### src/rtl/adc_scan_pkg.sv
// Shared definitions for the ADC0809-style scan controller: FSM states, address width
// and the round-robin channel picker.
package adc_scan_pkg;

    localparam int unsigned CH_W = 3;

    typedef enum logic [2:0] {
        S_IDLE,
        S_ADDR,
        S_START,
        S_WAIT_LO,
        S_WAIT_HI,
        S_READ,
        S_NEXT
    } scan_state_t;

    // First enabled channel at or after ptr, wrapping at n; returns ptr if none enabled.
    function automatic logic [CH_W-1:0] pick_channel(input logic [7:0] mask,
                                                     input logic [CH_W-1:0] ptr,
                                                     input int unsigned n);
        logic [CH_W-1:0] sel;
        logic            found;
        int unsigned     idx;
        sel   = ptr;
        found = 1'b0;
        for (int unsigned i = 0; i < 8; i++) begin
            idx = (32'(ptr) + i) % n;
            if (i < n && !found && mask[idx[2:0]]) begin
                sel   = idx[CH_W-1:0];
                found = 1'b1;
            end
        end
        return sel;
    endfunction

endpackage

### src/rtl/adc_clk_div.sv
// Conversion clock divider: adc_clock toggles every CLK_DIV clocks; tick is a one-cycle
// enable coinciding with each rising edge of adc_clock.
module adc_clk_div #(
    parameter int unsigned CLK_DIV = 25
) (
    input  logic clock,
    input  logic reset,
    output logic adc_clock,
    output logic tick
);

    localparam int unsigned CW = (CLK_DIV > 1) ? $clog2(CLK_DIV) : 1;

    logic [CW-1:0] cnt;

    always_ff @(posedge clock or posedge reset) begin
        if (reset) begin
            cnt       <= '0;
            adc_clock <= 1'b0;
            tick      <= 1'b0;
        end else if (cnt == CW'(CLK_DIV - 1)) begin
            cnt       <= '0;
            adc_clock <= ~adc_clock;
            tick      <= ~adc_clock;
        end else begin
            cnt  <= cnt + 1'b1;
            tick <= 1'b0;
        end
    end

endmodule

### src/rtl/adc_scan_ctrl.sv
// Multi-channel ADC0809 scan controller with channel mask, EOC timeout and status strobes.
// Optional ADC_ALARM_EN adds a per-channel high-threshold alarm.
module adc_scan_ctrl
    import adc_scan_pkg::*;
#(
    parameter int unsigned NUM_CH      = 8,
    parameter int unsigned DW          = 8,
    parameter int unsigned CLK_DIV     = 25,
    parameter int unsigned TIMEOUT_CYC = 4096
) (
    input  logic                 clock,
    input  logic                 reset,
    input  logic                 run,
    input  logic [NUM_CH-1:0]    ch_mask,
    input  logic [DW-1:0]        adc_data,
    input  logic                 eoc,
`ifdef ADC_ALARM_EN
    input  logic [DW-1:0]        alarm_hi,
`endif
    output logic                 adc_clock,
    output logic                 ale,
    output logic                 start,
    output logic                 oe,
    output logic [CH_W-1:0]      address,
    output logic [NUM_CH*DW-1:0] out_data,
    output logic [NUM_CH-1:0]    out_valid,
    output logic                 sample_stb,
    output logic [CH_W-1:0]      sample_ch,
    output logic                 timeout_err
`ifdef ADC_ALARM_EN
    ,output logic [NUM_CH-1:0]   alarm
`endif
);

    localparam int unsigned TW = $clog2(TIMEOUT_CYC) + 1;

    scan_state_t     state, next_state;
    logic            tick;
    logic            eoc_meta, eoc_s;
    logic [CH_W-1:0] ch, ptr, pick;
    logic [TW-1:0]   tcnt;
    logic            rd_cnt;
    logic [7:0]      mask8;
    logic            t_exp, do_store, do_timeout;

    adc_clk_div #(.CLK_DIV(CLK_DIV)) u_clk_div (
        .clock     (clock),
        .reset     (reset),
        .adc_clock (adc_clock),
        .tick      (tick)
    );

    always_comb begin
        mask8               = '0;
        mask8[NUM_CH-1:0]   = ch_mask;
        pick                = pick_channel(mask8, ptr, NUM_CH);
        t_exp               = (tcnt == TW'(TIMEOUT_CYC - 1));
    end

    always_comb begin
        next_state = state;
        ale        = 1'b0;
        start      = 1'b0;
        oe         = 1'b0;
        do_store   = 1'b0;
        do_timeout = 1'b0;
        case (state)
            S_IDLE:    if (run && |ch_mask) next_state = S_ADDR;
            S_ADDR: begin
                ale = 1'b1;
                if (tick) next_state = S_START;
            end
            S_START: begin
                ale   = 1'b1;
                start = 1'b1;
                if (tick) next_state = S_WAIT_LO;
            end
            S_WAIT_LO: begin
                if (t_exp) begin
                    do_timeout = 1'b1;
                    next_state = S_NEXT;
                end else if (!eoc_s) begin
                    next_state = S_WAIT_HI;
                end
            end
            S_WAIT_HI: begin
                if (t_exp) begin
                    do_timeout = 1'b1;
                    next_state = S_NEXT;
                end else if (eoc_s) begin
                    next_state = S_READ;
                end
            end
            S_READ: begin
                oe = 1'b1;
                // data sampled on the second edge after oe rises
                if (rd_cnt) begin
                    do_store   = 1'b1;
                    next_state = S_NEXT;
                end
            end
            S_NEXT:    next_state = S_IDLE;
            default:   next_state = S_IDLE;
        endcase
    end

    always_ff @(posedge clock or posedge reset) begin
        if (reset) begin
            state       <= S_IDLE;
            eoc_meta    <= 1'b0;
            eoc_s       <= 1'b0;
            ch          <= '0;
            ptr         <= '0;
            address     <= '0;
            tcnt        <= '0;
            rd_cnt      <= 1'b0;
            out_data    <= '0;
            out_valid   <= '0;
            sample_stb  <= 1'b0;
            sample_ch   <= '0;
            timeout_err <= 1'b0;
        end else begin
            state       <= next_state;
            eoc_meta    <= eoc;
            eoc_s       <= eoc_meta;
            sample_stb  <= do_store;
            timeout_err <= do_timeout;
            rd_cnt      <= (state == S_READ) ? ~rd_cnt : 1'b0;

            if (state == S_IDLE && next_state == S_ADDR) begin
                ch      <= pick;
                address <= pick;
            end

            if (state == S_START)
                tcnt <= '0;
            else if (state == S_WAIT_LO || state == S_WAIT_HI)
                tcnt <= tcnt + 1'b1;

            if (do_store) begin
                out_data[32'(ch)*DW +: DW] <= adc_data;
                out_valid[ch]              <= 1'b1;
            end
            if (do_store || do_timeout)
                sample_ch <= ch;

            if (state == S_NEXT)
                ptr <= (ch == CH_W'(NUM_CH - 1)) ? '0 : ch + 1'b1;
        end
    end

`ifdef ADC_ALARM_EN
    always_ff @(posedge clock or posedge reset) begin
        if (reset)
            alarm <= '0;
        else if (do_store)
            alarm[ch] <= (adc_data > alarm_hi);
    end
`endif

endmodule

### config.mk
export PLATFORM = sky130hd
export DESIGN_NAME = adc_scan_ctrl
export DESIGN_NICKNAME = d
export VERILOG_FILES = /design/src/rtl/adc_scan_pkg.sv /design/src/rtl/adc_clk_div.sv /design/src/rtl/adc_scan_ctrl.sv
export SDC_FILE = /design/constraint.sdc
export NUM_CORES = 1
export LEC_CHECK = 0
export CAP_MARGIN = 0
export CORE_ASPECT_RATIO = 0.5
export CORE_MARGIN = 2
export CORE_UTILIZATION = 35
export DETAILED_ROUTE_END_ITERATION = 12
export SLEW_MARGIN = 40
export SYNTH_ARGS = -nofsm -noshare
export SYNTH_HDL_FRONTEND = slang
export SYNTH_SLANG_ARGS = --single-unit
### constraint.sdc
create_clock -name clock -period 3.93 [get_ports clock]
set_input_delay 0.786 -clock clock [delete_from_list [all_inputs] [get_ports clock]]
set_output_delay 0.786 -clock clock [all_outputs]
set_load 0.02 [all_outputs]
==> reports/metrics.yaml <==
synth-seq-cells: 109
rows: 31
insertion_delay_ns: 0.36
finalHoldViolCount: 0
hold_start: "eoc_meta$_DFF_PP0_"
slew_headroom: 0.524
synthesis.area_mm2: 0.00536
cts_root_buf: "clkbuf_16"
dpl_cell_area_mm2: 0.00660
whs_path_depth: 0
grt-busiest-layer: "met2"
crit_cells: 9
ys.flop_type: "dfrtp_1"
post-route-util: 0.469
drtIter0Drc: 226
crit_path_end_kind: "flop"
cap_violations: 0
syn_nets: 569
cp_max_fo: 7
start_util: 0.364
holdWs_ns: 0.365
hold_buffers: 0
syn-mean-instance-area_um2: 9.98
met2_usage: 0.272
num_io_pins: 104
grt_setup_unrepaired: "no"
fp.dieH_um: 91.5
cts_repair_resize_count: 0
antenna_found_initial: 0
clk_pin_slew_ns: 0.08
grt_pass1_vias: 4104
numCtsBuffers: 9
min_period_ns: 3.10
htree_levels: 3
grt_use_met3: 0.0318
power_leakage_nw: 3.05
worstPathCellList: "inv_1 > ha_1 > mux2_1 > mux4_2 > o32a_4 > nand2b_4 > o311ai_1 > a21oi_1 > o31ai_2"
placed_cells: 819
async_reset_ff_frac: 1.00
syn_inst: 537
track_usage: 0.170
ant_nets: 0
grt_max_degree: 62
fin_tns_setup_ns: 0
startpoint: "ptr[0]$_DFFE_PP0N_"
fmax_ghz: 0.323
finalMaxSlewViolations: 0
n_antenna_cell: 0
post_cts_buffers: 0
grt_overflow: 0
core_area_mm2: 0.0147
p_per_area_mw_per_mm2: 628
hp-class: "reg -> reg"
cts_tree: "done"
cts.sinks: 109
drive_above_1_share: 0.0958
place_congestion: 0.830
port_buffers: 103
fin_area_mm2: 0.00690
worst_ep_arrival_time_ns: 3.35
cts_buffer_depth: 2
detail_route.first_pass.iterations: 5
fin_skew_ns: 0.0127
vdd_ir_drop_max_uv: 432
ff2ff_path_depth: 9
crit_path_start_kind: "flop"
final_nets: 664
slowest_delay_ns: 0.50
path_buf_inv: 1
worst_pin_slew_ns: 0.708
dieArea_mm2: 0.0164
viasPerCell: 5.09
grt_util_met1: 0.238
num_vias: 4251
setup_viol: 0
synth-edff-count: 0
totalWireLength_mm: 13.1
chipWidth_um: 179
worstPathRequired_ns: 4.19
drt-wirelength-per-cell_um: 15.7
finalCritPeriodShare: 0.788
cpLargestDelayFamily: "compound AO/OA/AOI/OAI gates"
syn_to_final_growth_pct: 28.7
yosys_warnings: 0
status: "finished, final reports clean"
layout_setup_ws_ns: 0.835
yosysSeqAreaShare: 0.509
drc_errors: 0
r2r_start: "ptr[0]$_DFFE_PP0N_"
synth.distinct_cells: 57
cp_slowest_cell: "mux4_2"
post-place-ws_ns: 0.509
final-instance-count-excl-fill: 835
grt_pass1_wl_mm: 21.8
critPathKind: "reg -> reg"
post-dp-hpwl_mm: 9.33
total_power_mw: 4.33
## synthesized netlist by cell type, types with 4 or more instances
cell / count / share of area
nor3_1: 5 / 0.0047
ha_1: 12 / 0.028
mux2_2: 18 / 0.038
nand3_1: 30 / 0.028
clkbuf_1: 21 / 0.015
nand4_1: 5 / 0.0058
o21ai_0: 73 / 0.068
nand2b_1: 5 / 0.0058
nor2_1: 22 / 0.015
nand3b_1: 4 / 0.0056
mux2i_1: 6 / 0.011
inv_1: 22 / 0.015
a41o_1: 4 / 0.0075
mux4_2: 12 / 0.050
dfrtp_1: 109 / 0.51
xnor2_1: 5 / 0.0082
xor2_1: 4 / 0.0065
a21oi_1: 7 / 0.0065
nand4b_1: 4 / 0.0065
nand2_1: 111 / 0.078
a31oi_1: 4 / 0.0047
## flip-flops by register name, summed over array words and instances (netlist names)
register	count
u_clk_div.adc_clock	1
eoc_s	1
out_valid	8
tcnt	13
eoc_meta	1
sample_stb	1
u_clk_div.cnt	5
u_clk_div.tick	1
ch	3
out_data	64
sample_ch	3
timeout_err	1
ptr	3
rd_cnt	1
state	3
## logic make-up after synthesis
logic type / share of synthesized area
and+or+nand+nor: 0.174
AOI/OAI and AO/OA: 0.135
DFF: 0.509
buffers and inverters: 0.0346
muxes: 0.104
adders and majority gates: 0.0280
xor gates and xnor gates: 0.0147
## path summary, 6_finish.rpt
| check | to | slack, ns |
|---|---|---|
| max reg2reg | ch[2]$_DFFE_PP0P_ | 0.83 |
| max | ch[2]$_DFFE_PP0P_ | 0.83 |
| min | eoc_s$_DFF_PP0_ | 0.37 |
| min reg2reg | eoc_s$_DFF_PP0_ | 0.37 |
| min in group asynchronous | out_data[6]$_DFFE_PP0P_ | 0.87 |
| max in group asynchronous | out_data[58]$_DFFE_PP0P_ | 2.32 |
## placed cells by master, fill, tap and decap left out, types with 6 or more instances in the layout
cell type	n
a21oi_1	7
clkbuf_16	9
clkdlybuf4s50_1	103
dfrtp_1	109
ha_1	12
inv_1	21
mux2_2	18
mux2i_1	6
mux4_2	12
nand2_1	111
nand3_1	30
nor2_1	22
o21ai_0	73
## layout make-up
class,instances,area [um^2]
Inverter,22,85.1
Clock inverter,5,55.1
Tap cell,198,248
Timing Repair Buffer,109,1090
Fill cell,1395,7800
Multi-Input combinational cell,381,2450
Sequential cell,109,2730
Clock buffer,11,243
## routing by layer
metal	part of all wire	vias up	routed length [um]
met2	0.47	80	6230
met4	0.010	0	137
met5	0	-	0
met1	0.47	2074	6190
met3	0.044	12	577
li1	-	2085	-
## power by group
part / internal, mW / switching [mW] / leakage (nW)
sequential: 1.27 / 0.173 / 1.18
clock: 0.464 / 0.440 / 0.143
combinational: 0.871 / 1.12 / 1.73
No activity file was read; power rests on OpenSTA's default activity.
